### src/rtl/counter_reg_pkg.sv
// ============================================================================
// Module : counter_reg_pkg
// Brief  : Shared width defaults for the counter/shift-register block.
// Rev    : 1.0  initial release
// ============================================================================
`default_nettype none

package counter_reg_pkg;

    localparam int CNT_W_DEF = 3;
    localparam int SR_W_DEF  = 8;

endpackage : counter_reg_pkg

`default_nettype wire

### src/rtl/counter_reg_if.sv
// ============================================================================
// Module : counter_reg_if
// Brief  : Control and status bundle between a driver and counter_reg.
// Rev    : 1.0  initial release
// ============================================================================
`default_nettype none

interface counter_reg_if
    import counter_reg_pkg::*;
#(
    parameter int CNT_W = CNT_W_DEF,
    parameter int SR_W  = SR_W_DEF
);

    logic             set;
    logic             enable;
    logic             serialin;
    logic [CNT_W-1:0] q;
    logic [SR_W-1:0]  serialout;
    logic             co;

    modport master (
        output set,
        output enable,
        output serialin,
        input  q,
        input  serialout,
        input  co
    );

    modport slave (
        input  set,
        input  enable,
        input  serialin,
        output q,
        output serialout,
        output co
    );

endinterface : counter_reg_if

`default_nettype wire

### src/rtl/counter_reg_shift.sv
// ============================================================================
// Module : counter_reg_shift
// Brief  : Enabled serial-in/parallel-out shift register, newest bit at LSB.
// Rev    : 1.0  initial release
// ============================================================================
`default_nettype none

module counter_reg_shift
    import counter_reg_pkg::*;
#(
    parameter int SR_W = SR_W_DEF
) (
    input  wire logic            clock,
    input  wire logic            reset,
    input  wire logic            enable,
    input  wire logic            serialin,
    output      logic [SR_W-1:0] serialout
);

    logic [SR_W-1:0] r_sr;

    always_ff @(posedge clock or negedge reset) begin
        if (!reset) begin
            r_sr <= '0;
        end else if (enable) begin
            r_sr <= {r_sr[SR_W-2:0], serialin};
        end
    end

    assign serialout = r_sr;

endmodule : counter_reg_shift

`default_nettype wire

### src/rtl/counter_reg.sv
// ============================================================================
// Module : counter_reg
// Brief  : Presettable wrapping counter with carry-out plus serial shifter.
//          Define COUNTER_REG_CO_REG_EN for a registered one-cycle carry-out.
// Rev    : 1.0  initial release
// ============================================================================
`default_nettype none

module counter_reg
    import counter_reg_pkg::*;
#(
    parameter int CNT_W = CNT_W_DEF,
    parameter int SR_W  = SR_W_DEF
) (
    input  wire logic  clock,
    input  wire logic  reset,
    counter_reg_if.slave bus
);

    localparam logic [CNT_W-1:0] c_cnt_max = '1;

    logic [CNT_W-1:0] r_q;
    logic [SR_W-1:0]  w_serialout;
    logic             w_q_max;
    logic             w_co;

    // Preset wins over counting; a preset does not touch the shift register.
    always_ff @(posedge clock or negedge reset) begin
        if (!reset) begin
            r_q <= '0;
        end else if (bus.set) begin
            r_q <= c_cnt_max;
        end else if (bus.enable) begin
            r_q <= r_q + 1'b1;
        end
    end

    assign w_q_max = (r_q == c_cnt_max);

`ifdef COUNTER_REG_CO_REG_EN
    logic r_co;

    // Flags the edge where the counter actually wraps from all ones to zero.
    always_ff @(posedge clock or negedge reset) begin
        if (!reset) begin
            r_co <= 1'b0;
        end else begin
            r_co <= bus.enable & ~bus.set & w_q_max;
        end
    end

    assign w_co = r_co;
`else
    assign w_co = reset & bus.enable & w_q_max;
`endif

    counter_reg_shift #(
        .SR_W (SR_W)
    ) u_shift (
        .clock     (clock),
        .reset     (reset),
        .enable    (bus.enable),
        .serialin  (bus.serialin),
        .serialout (w_serialout)
    );

    assign bus.q         = r_q;
    assign bus.serialout = w_serialout;
    assign bus.co        = w_co;

endmodule : counter_reg

`default_nettype wire

### src/flat_wrapper.sv
// flat-port wrapper written by rule: the top's interface ports become plain ports
module counter_reg_flat import counter_reg_pkg::*;
#(
    parameter int CNT_W = CNT_W_DEF,
    parameter int SR_W  = SR_W_DEF
)
  (clock, reset, bus_set, bus_enable, bus_serialin, bus_q, bus_serialout, bus_co);
  counter_reg_if #(.CNT_W(CNT_W), .SR_W(SR_W)) bus_i ();
  input  wire logic clock;
  input  wire logic reset;
  input wire logic [$bits(bus_i.set)-1:0] bus_set;
  input wire logic [$bits(bus_i.enable)-1:0] bus_enable;
  input wire logic [$bits(bus_i.serialin)-1:0] bus_serialin;
  output wire logic [$bits(bus_i.q)-1:0] bus_q;
  output wire logic [$bits(bus_i.serialout)-1:0] bus_serialout;
  output wire logic [$bits(bus_i.co)-1:0] bus_co;
  assign bus_i.set = bus_set;
  assign bus_i.enable = bus_enable;
  assign bus_i.serialin = bus_serialin;
  assign bus_q = bus_i.q;
  assign bus_serialout = bus_i.serialout;
  assign bus_co = bus_i.co;
  counter_reg #(.CNT_W(CNT_W), .SR_W(SR_W)) u_core (.clock(clock), .reset(reset), .bus(bus_i));
endmodule
### config.mk
export PLATFORM = sky130hd
export DESIGN_NAME = counter_reg_flat
export DESIGN_NICKNAME = d
export VERILOG_FILES = /design/src/rtl/counter_reg_pkg.sv /design/src/rtl/counter_reg_if.sv /design/src/rtl/counter_reg_shift.sv /design/src/rtl/counter_reg.sv /design/src/flat_wrapper.sv
export SDC_FILE = /design/constraint.sdc
export NUM_CORES = 1
export LEC_CHECK = 0
export ABC_AREA = 1
export BUFFER_PORTS_ARGS = -buffer_cell sky130_fd_sc_hd__buf_4
export CAP_MARGIN = 10
export CORE_AREA = 5 5 42 44
export CTS_BUF_LIST = sky130_fd_sc_hd__clkbuf_4 sky130_fd_sc_hd__clkbuf_8
export DETAILED_ROUTE_END_ITERATION = 16
export DIE_AREA = 0 0 47 49
export MAX_ROUTING_LAYER = met4
export PLACE_DENSITY = 0.69
export SYNTH_ARGS = -nofsm -noshare
export SYNTH_HDL_FRONTEND = slang
export SYNTH_SLANG_ARGS = --single-unit
### constraint.sdc
create_clock -name clock -period 1.53 [get_ports clock]
set_input_delay 0.306 -clock clock [delete_from_list [all_inputs] [get_ports clock]]
set_output_delay 0.306 -clock clock [all_outputs]
set_load 0.01 [all_outputs]
* Yosys cells after proc, flatten, opt, wreduce, memory -nomap -nowiden
Cells that the tools add are included.
Word-level totals: flip-flop bits (word level) 11, input port bits 5, output and inout port bits 12, word-level logic and storage cells 9
Operators by class: $add $sub $neg 1, equality and inequality tests 1, mux-type cells 2, bitwise gates (word level) 2, reductions and logical operators 1
Operator list (count):
- $mux W3 | 2
- $add A3 B1 Y3 const B | 1
- $eq A3 B3 Y1 const B | 1
- $and A1 B1 Y1 | 2
- $reduce_bool A2 Y1 | 1

* Logic depth before layout (Yosys ltp)
Gate-level depths: netlist of the first run.
depth after elaboration 3, depth in mapped cells 4

* Hierarchy
Synthesis of the first run repeated with hierarchy kept, for this count alone.
Second synthesis, totals: cells, all modules 52, area total of the unflattened synthesis 462.9 um^2
Modules (own cells, without submodules):
- counter_reg_shift | instances 1, cells an instance 34, area each 305.3 um^2, seq. area each 200.2 um^2
- counter_reg | instances 1, cells an instance 18, area each 157.7 um^2, seq. area each 75.1 um^2

* Least setup slack after synthesis of the first run
Ideal clock, no wire load.
path type reg-to-output, start point register u_core.r_q[0], in the netlist u_core.bus.q[0], end point output bus_co, data arrival time 0.895 ns, data required time 1.224 ns, setup slack 0.329 ns, cell stages (with the launch flop) 5, path buffers 0, path through dfrtp_1 > ha_1 > ha_1 > nand2_1 > nor2_1
On the way: longest elaborated chain between the ends 2
Ends and longest elaborated chain:
- start: declaration | RTL line counter_reg.sv:22 | logic [CNT_W-1:0] r_q;
- start signal: assignment | RTL line counter_reg.sv:32 | r_q <= c_cnt_max;
- start signal: assignment | RTL line counter_reg.sv:34 | r_q <= r_q + 1'b1;
- $eq A3 B3 Y1 | RTL line counter_reg.sv:38 | assign w_q_max = (r_q == c_cnt_max);
- $and A1 B1 Y1 | RTL line counter_reg.sv:54 | assign w_co = reset & bus.enable & w_q_max;
- end: declaration | RTL line flat_wrapper.sv:16 | output wire logic [$bits(bus_i.co)-1:0] bus_co;
No other way between the ends.

* Worst setup path in the final report of the first run
Same ends and word-level chain as after synthesis.

==> results of run 1 <==
## registers in the layout, summed over array words and instances, names as in the netlist
signal and count:
u_core.bus.q 3, u_core.u_shift.serialout 8
## Yosys cell counts
cell type  instances
buf_4              1
buf_6              1
dfrtp_1           11
ha_1               2
inv_1              6
inv_2              1
nand2_1           15
nand3_1            3
nor2_1             1
o21ai_0            6
o21ai_2            2
## critical path: cells and delay by family (launching register included)
family | cells | cell delay, ns
buf+inv | 1 | 0.14
flops | 1 | 0.41
fa+ha+maj | 2 | 0.33
simple gates | 2 | 0.07
## final cells by class
| cell class | instances | area [µm²] |
|---|---|---|
| tap | 16 | 20.0 |
| sequential | 11 | 275 |
| timing repair buffer | 20 | 153 |
| inverter | 7 | 26.3 |
| fill | 141 | 722 |
| multi-input combinational | 29 | 175 |
| clock buffer | 4 | 30.0 |
## where the power goes
group	internal, mW	switching [mW]	leakage (nW)
Sequential	0.326	0.0258	0.133
Clock	0.118	0.0907	0.0184
Combinational	0.0929	0.0827	0.193
## metal layers
metal  GRT usage (%)  vias to the layer above  share of wire, %
met5               -                        -                 0
met4            5.53                        0              0.95
met3            2.21                        2               5.8
met2            13.1                       12                45
met1            12.2                      181                48
li1                -                      196                 -
## logic make-up after synthesis
| family | count (synthesis) | synth area share (%) |
|---|---|---|
| simple gates | 19 | 16.0 |
| flops | 11 | 58.8 |
| buf+inv | 9 | 9.62 |
| compound gates | 8 | 10.2 |
| fa+ha+maj | 2 | 5.35 |
## what timing repair did
item | in CTS | in global routing
cloned | 0 | 0
hold buffers | 1 | 0
pin swaps | 1 | 2
endpoints found under the setup margin | 1 | 1
hold endpoints to repair | 11 | 0
setup buffers | 2 | 1
resized for setup | 2 | 3
## how the worst max path moves through the flow
stage | from | to | slack (ns) | cells past startpoint
2_1_floorplan | u_core.bus.q[0] | bus_co | 0.33 | 4
3_3_place_gp | u_core.bus.q[0] | bus_co | 0.25 | 5
3_5_place_dp | u_core.bus.q[0] | bus_co | 0.22 | 5
4_1_cts | u_core.bus.q[1] | bus_co | -0.001 | 5
5_1_grt | u_core.bus.q[0] | bus_co | -0.05 | 5
6_report | u_core.bus.q[0] | bus_co | 0.003 | 5
==> impl_metrics.json, run 1 <==
{
  "status": "finished, final reports clean",
  "clock.fmax_mhz": 655,
  "clock_sinks": 11,
  "placement.io_buffers": 16,
  "vdd_ir_drop_max_mv": 0.460,
  "ys_warn_count": 0,
  "wirelength_um": 947,
  "period_minus_slack_ns": 1.53,
  "gp_congestion": 0.695,
  "finalSetupViolations": 0,
  "worst-slew-pin-transition_ns": 0.499,
  "rsz0062_at_grt": "true",
  "critical_path.reg2reg.startpoint": "u_core.bus.q[0]",
  "timing.critical_path.cells": "ha_4, ha_4, nand2_2, nor2_1, buf_4",
  "cp_common_cell": "ha_4",
  "first_pass_iters": 4,
  "fin_skew_ns": 0.00238,
  "synth_top_area_cell": "dfrtp_1",
  "fin_ws_ns": 0.00271,
  "layout_common_cells": "19 x buf_4, 14 x nand2_1, 11 x dfrtp_1, 6 x inv_1, 6 x o21ai_0",
  "vias_per_cell": 4.49,
  "fp-row-count": 14,
  "grt_pass1_vias": 358,
  "grt_pass1_wl_um": 1520,
  "die_x_um": 47,
  "netlist_instances": 49,
  "finish.utilization_pct": 48.5,
  "initial_core_util_pct": 33.4,
  "drv_slew": 0,
  "finalSetupTns_ns": 0,
  "dp_hpwl_um": 665,
  "cts_tree": "yes",
  "ios": 17,
  "drive_gt1_share_pct": 40.8,
  "r2r_end": "u_core.bus.q[2]",
  "hold_slack_ns": 0.256,
  "die_y_um": 49,
  "first_iter_violations": 8,
  "ctsLongestPathBuffers": 2,
  "vias": 391,
  "place_worst_setup_slack_ns": 0.223,
  "power_density_nw_per_um2": 1080,
  "worstHoldEndpoint": "u_core.u_shift.serialout[0]",
  "synth_cell_types": 11,
  "min_path_cells": 3,
  "reg2reg_depth": 4,
  "grt_usage_pct": 9.45,
  "htreeDepth": 1,
  "clk_latency_ns": 0.26,
  "slew_headroom_pct": 66.7,
  "p_leak_nw": 0.345,
  "synth_seq_cells": 11,
  "grt_max_degree": 13,
  "drtAntennaViolNets": 0,
  "synthesis.area_um2": 468,
  "ys_top_cells_by_area": "dfrtp_1 59%, nand2_1 12%, o21ai_0 6.4%, ha_1 5.3%, inv_1 4.8%",
  "max_stage_delay_ns": 0.41,
  "fin_cells": 87,
  "clk_pin_slew_worst_paths_ns": 0.07,
  "min-delay-start": "bus_serialin",
  "layout_commonest_cell": "buf_4",
  "cp_max_fo": 2,
  "final_cell_area_um2": 679,
  "finalHoldViolCount": 0,
  "final_nets": 79,
  "total_power_uw": 737,
  "r2r_slack_ns": 0.48,
  "die-area_um2": 2300,
  "synth_nets": 56,
  "drc": 0,
  "crit_required_ns": 1.22,
  "syn_avg_cell_area_um2": 9.55,
  "syn2layout_area_growth_pct": 45.2,
  "diodes": 0,
  "crit_path_top_delay_cell": "dfrtp_1",
  "cp-end-kind": "primary output",
  "drv_cap": 0,
  "wl_per_cell_um": 10.9,
  "fp.coreArea_um2": 1400,
  "period_share_pct": 99.8,
  "critPathLaunchType": "register",
  "path_class": "register to primary output",
  "place_inst": 79,
  "synth_top_area_share_pct": 58.8,
  "dpl-instance-area_um2": 589,
  "min_path_type": "primary input to register",
  "cts_buffers": 3,
  "cts_root_buf": "clkbuf_4",
  "cp_data_arrival_time_ns": 1.22,
  "antenna_found_initial": 0,
  "grt_remaining_overflow": 0,
  "ys_seq_area_share_pct": 58.8
}
Power figures use the tool's default switching activity.
==> inputs of run 2 (changes only) <==
- REMOVE_ABC_BUFFERS: unset -> 1
==> run 2 against run 1 <==
The flow now finishes with violations (negative setup slack); via count is 3.1% higher; die area unchanged; global-route usage increased by 1.4 points; hold slack lost 0.0048 ns; clock skew barely moved; critical path depth did not move; first-iteration DRC count shrank 13%; sequential power about the same; cell count rose by 1.1%; critical path type unchanged; largest power group unchanged; highest routed layer unchanged.
==> impl_metrics.json, run 2 (synthesized netlist as in run 1, its figures left out) <==
{
  "status": "complete, but fails checks",
  "violations": "negative setup slack",
  "wirelength_um": 1010,
  "cts_buffers": 3,
  "max_stage_delay_ns": 0.40,
  "finish.utilization_pct": 48.3,
  "antenna_found_initial": 0,
  "crit_required_ns": 1.22,
  "clk_latency_ns": 0.27,
  "multi_input_area_um2": 168,
  "cp_max_fo": 2,
  "period_minus_slack_ns": 1.54,
  "critPathLaunchType": "register",
  "cts_root_buf": "clkbuf_4",
  "die-area_um2": 2300,
  "grt_usage_pct": 10.9,
  "clock.fmax_mhz": 651,
  "regArea_um2": 275,
  "min_path_type": "primary input to register",
  "slew_headroom_pct": 67.6,
  "fp.coreArea_um2": 1400,
  "grt_remaining_overflow": 0,
  "syn2layout_area_growth_pct": 44.7,
  "largest_register_ffs": 8,
  "crit_family": "flip-flops",
  "layout_common_cells": "20 x buf_4, 14 x nand2_1, 11 x dfrtp_1, 6 x inv_1, 6 x o21ai_0",
  "final_nets": 80,
  "htreeDepth": 1,
  "cp-end-kind": "primary output",
  "power_density_nw_per_um2": 1070,
  "first_iter_violations": 7,
  "vias_per_cell": 4.58,
  "ctsLongestPathBuffers": 2,
  "die_x_um": 47,
  "initial_core_util_pct": 33.4,
  "finalSetupViolations": 1,
  "placement.io_buffers": 16,
  "drtAntennaViolNets": 0,
  "grt_max_degree": 13,
  "cts_tree": "yes",
  "die_y_um": 49,
  "rsz0062_at_grt": "true",
  "vias": 403,
  "timing.critical_path.cells": "ha_2, ha_4, nand2_2, nor2_2, buf_4",
  "gp_congestion": 0.727,
  "finalSetupTns_ns": -0.00536,
  "first_pass_iters": 4,
  "drv_slew": 0,
  "clock_sinks": 11,
  "fp-row-count": 14,
  "worst-slew-pin-transition_ns": 0.485,
  "ios": 17,
  "vdd_ir_drop_max_mv": 0.473,
  "period_share_pct": 100,
  "fin_cells": 88,
  "drive_gt1_share_pct": 43.1,
  "fin_skew_ns": 0.00269,
  "crit_path_top_delay_cell": "dfrtp_1",
  "place_worst_setup_slack_ns": 0.238,
  "p_leak_nw": 0.346,
  "wl_per_cell_um": 11.4,
  "diodes": 0,
  "finalHoldViolCount": 0,
  "fin_ws_ns": -0.00536,
  "path_class": "register to primary output",
  "cp_data_arrival_time_ns": 1.23,
  "layout_commonest_cell": "buf_4",
  "grt_pass1_wl_um": 1790,
  "grt_pass1_vias": 429,
  "fillers": 140,
  "clk_pin_slew_worst_paths_ns": 0.07,
  "place_inst": 80,
  "worstPathBufferInverterCount": 1,
  "drc": 0,
  "drv_cap": 0,
  "dp_hpwl_um": 661
}
run 2: changes by cell type in the layout (fill, tap and decap cells not counted), sizes merged:
cell    previous run  this run
clkinv             0         1
clkbuf             4         3
buf               19        20
run 2: repair_timing:
| item | 4_1_cts | 5_1_grt |
|---|---|---|
| buffers inserted | 2 | 1 |
| resized for setup | 2 | 3 |
| hold endpoints to repair | 11 | 0 |
| pin swaps | 1 | 2 |
| hold buffers | 1 | 0 |
| endpoints found under the setup margin | 1 | 1 |
run 2: area by class of cell:
| cell class | instances | area share (%) |
|---|---|---|
| Multi-Input combinational cell | 29 | 24.8 |
| Timing Repair Buffer | 21 | 23.7 |
| Clock inverter | 1 | 0.739 |
| Sequential cell | 11 | 40.7 |
| Inverter | 7 | 3.88 |
| Clock buffer | 3 | 3.33 |
| Tap cell | 16 | 2.96 |
run 2: worst paths after layout:
| check | startpoint | endpoint | depth (start not counted) | slack (ns) |
|---|---|---|---|---|
| max | u_core.bus.q[0] | bus_co | 5 | -0.005 |
| min | bus_serialin | u_core.u_shift.serialout[0] | 3 | 0.25 |
| max reg2reg | u_core.bus.q[0] | u_core.bus.q[2] | 4 | 0.49 |
| min reg2reg | u_core.u_shift.serialout[7] | u_core.u_shift.serialout[7] | 2 | 0.49 |
| max in group asynchronous | reset | u_core.bus.q[0] | 2 | 0.67 |
| min in group asynchronous | reset | u_core.u_shift.serialout[6] | 2 | 0.53 |
run 2: routing by layer:
layer / GRT usage, % / routed length, µm
met3: 4.43 / 75
met5: - / 0
met2: 15.6 / 454
met4: 4.15 / 29
met1: 13.5 / 445
run 2: worst reg2reg max path, cell delays in order (launching register included):
cell and delay, ns:
dfrtp_1 0.40, ha_2 0.20, ha_4 0.20, nand2_1 0.06, nand3_1 0.07
run 2: report_power, final:
part           total, mW  leakage (nW)  internal (mW)  switching (mW)
Clock              0.198        0.0177         0.0966           0.101
Sequential         0.350         0.133          0.326          0.0244
Combinational      0.176         0.195         0.0913          0.0845
run 2: metrics by stage:
step | power [mW] | hold WS [ns] | cell area (µm²)
detailed placement | 0.511 | 0.152 | 597
finish | 0.724 | 0.251 | 677
global placement | 0.507 | 0.151 | 597
global route | 0.782 | 0.249 | 677
CTS | 0.726 | 0.247 | 654
floorplan | 0.420 | 0.0104 | 449
==> inputs of run 3 (changes only) <==
- ABC_AREA: 1 -> unset
- PLACE_DENSITY: 0.69 -> 0.7
- SETUP_SLACK_MARGIN: unset -> 0.15
==> run 3 against run 2 <==
Combinational power rose by 71%; first-iteration DRC count down 86%; flip-flop and latch count did not move; the flow still finishes with violations (negative setup slack).
==> impl_metrics.json, run 3 <==
{
  "grt_pass1_wl_um": 1500,
  "period_share_pct": 101,
  "min_path_cells": 2,
  "clk_pin_slew_worst_paths_ns": 0.07,
  "yosys-top-cells-count": "11 x dfrtp_1, 7 x mux2_4, 2 x a211o_2, 2 x ha_1, 2 x nor2b_1",
  "endpoint": "bus_co",
  "timing.critical_path.cells": "ha_2, ha_4, and3_4, buf_6",
  "power_frac_seq_pct": 44.4,
  "critical_path.reg2reg.startpoint": "u_core.bus.q[0]",
  "grt_pass1_vias": 348,
  "synth_top_area_share_pct": 57.0,
  "worst-path-stages": 4,
  "cp_max_fo": 2,
  "finish.utilization_pct": 50.3,
  "ios": 17,
  "drc": 0,
  "initial_core_util_pct": 34.5,
  "finalSetupViolations": 1,
  "layout_commonest_cell": "buf_4",
  "slew_headroom_pct": 67.4,
  "min_path_type": "primary input to register",
  "drive_gt1_share_pct": 69.8,
  "first_iter_violations": 1,
  "grt_max_degree": 15,
  "vias_per_cell": 4.61,
  "final_cell_area_um2": 704,
  "startpoint": "u_core.bus.q[0]",
  "max_stage_delay_ns": 0.39,
  "power_frac_comb_pct": 32.8,
  "critPathLaunchType": "register",
  "cp-end-kind": "primary output",
  "drtAntennaViolNets": 0,
  "ys.flop_type": "dfrtp_1",
  "clock_sinks": 11,
  "rsz0062_at_grt": "true",
  "period_minus_slack_ns": 1.55,
  "cts_tree": "yes",
  "fp-row-count": 14,
  "fin_skew_ns": 0.00113,
  "first_pass_iters": 2,
  "dpl-instance-area_um2": 612,
  "netlist_instances": 29,
  "placement.io_buffers": 16,
  "dp_hpwl_um": 613,
  "power_frac_clock_pct": 22.9,
  "async_reset_ff_share_pct": 100,
  "ys_seq_area_share_pct": 57.0,
  "synthesis.area_um2": 483,
  "antenna_found_initial": 0,
  "yosysMostFrequentCell": "dfrtp_1",
  "violations": "negative setup slack",
  "path_class": "register to primary output",
  "crit_required_ns": 1.22,
  "cts_root_buf": "clkbuf_4",
  "synth_seq_cells": 11,
  "synth_top_area_cell": "dfrtp_1",
  "cts_buffers": 3,
  "p_switching_uw": 247,
  "fillers": 131,
  "power_density_nw_per_um2": 1300,
  "ys_top_cells_by_area": "dfrtp_1 57%, mux2_4 22%, ha_1 5.2%, a211o_2 4.1%, nor2b_1 2.6%",
  "gp_congestion": 0.620,
  "worst-slew-pin-transition_ns": 0.487,
  "finalHoldViolCount": 0,
  "crit_path_top_delay_cell": "dfrtp_1",
  "ctsLongestPathBuffers": 2,
  "clk_latency_ns": 0.26,
  "crit_family": "flip-flops",
  "finalSetupTns_ns": -0.0221,
  "switching_share_pct": 26.9,
  "final_nets": 61,
  "syn_avg_cell_area_um2": 16.7,
  "die_y_um": 49,
  "synth_edf_count": 0,
  "r2r_slack_ns": 0.32,
  "vias": 318,
  "die_x_um": 47,
  "grt_remaining_overflow": 0,
  "cp_data_arrival_time_ns": 1.25,
  "ys_warn_count": 0,
  "fin_ws_ns": -0.0221,
  "largest_register_ffs": 8,
  "reg2reg_depth": 3,
  "r2r_end": "u_core.bus.q[2]",
  "vdd_ir_drop_max_mv": 0.633,
  "status": "complete, but fails checks",
  "p_leak_nw": 0.339,
  "drv_slew": 0,
  "wirelength_um": 909,
  "grt_usage_pct": 9.18,
  "internal_power_uw": 670,
  "drv_cap": 0,
  "synth_cell_types": 10,
  "diodes": 0,
  "worstPathBufferInverterCount": 1,
  "fp.coreArea_um2": 1400,
  "layout_common_cells": "19 x buf_4, 11 x dfrtp_1, 7 x mux2_4, 4 x clkbuf_4",
  "htreeDepth": 1,
  "wl_per_cell_um": 13.2,
  "hold_slack_ns": 0.246,
  "die-area_um2": 2300,
  "syn2layout_area_growth_pct": 45.9,
  "clock.fmax_mhz": 644
}
[run 3: cell types whose count changed in the layout (fill, tap and decap cells not counted), sizes merged, moves of 2 or more]
cell   before  now
a211o       0    2
nand2      15    0
nand3       3    0
nor2b       0    2
inv         7    0
mux2        0    8
o21ai       8    0
[run 3: metal layers]
layer  GRT usage [%]  share of wire (%)  vias up
li1                -                  -      150
met1            12.0                 47      162
met2            13.1                 51        6
met3            2.21                2.3        0
met4            4.15                  0        0
met5               -                  0        -
[run 3: cell type report]
cell class | count | area (µm²) | area share (%)
sequential | 11 | 275 | 39.1
multi-input combinational | 17 | 215 | 30.6
timing repair buffer | 21 | 164 | 23.3
clock buffer | 4 | 30.0 | 4.26
tap | 16 | 20.0 | 2.84
[run 3: logic make-up after synthesis]
group / after synthesis / share of synthesized area, %
flip-flops: 11 / 57.0
multiplexers: 8 / 24.1
AND/OR/NAND/NOR: 4 / 5.44
AO/OA/AOI/OAI: 2 / 4.15
adder cells (fa/ha/maj): 2 / 5.18
XOR/XNOR: 1 / 1.81
buffers and inverters: 1 / 2.33
[run 3: repair_timing]
| action | in CTS | in global routing |
|---|---|---|
| setup endpoints to repair | 1 | 1 |
| hold buffers | 1 | 0 |
| cloned | 0 | 0 |
| setup buffers | 2 | 2 |
| pin swaps | 1 | 1 |
| resized for setup | 4 | 1 |
| hold endpoints to repair | 11 | 0 |
[run 3: worst min path at each step]
| stage | startpoint | end |
|---|---|---|
| 3_5_place_dp | reset | u_core.bus.q[1] |
| 3_3_place_gp | reset | u_core.bus.q[0] |
| 6_report | bus_set | u_core.bus.q[2] |
| 2_1_floorplan | reset | u_core.bus.q[0] |
| 4_1_cts | bus_set | u_core.bus.q[2] |
| 5_1_grt | bus_set | u_core.bus.q[2] |
[run 3: power groups by stage]
stage	registers, mW	clock network, mW	logic [mW]
floorplan	0.435	0	0.105
global placement	0.409	0	0.270
detailed placement	0.410	0	0.275
CTS	0.405	0.217	0.293
global route	0.415	0.230	0.328
finish	0.407	0.210	0.301
[run 3: through the flow]
step | cells | worst slack [ns] | power (mW)
after floorplan | 28 | 0.210 | 0.539
after global placement | 60 | 0.171 | 0.679
after detailed placement | 60 | 0.154 | 0.686
after CTS | 67 | -0.0253 | 0.915
after global routing | 69 | -0.0490 | 0.973
final | 69 | -0.0221 | 0.917
[run 3: worst reg2reg max path: stages, from the launching register on]
cell and delay (ns):
dfrtp_1 0.39, ha_2 0.20, ha_4 0.20, a211o_2 0.31
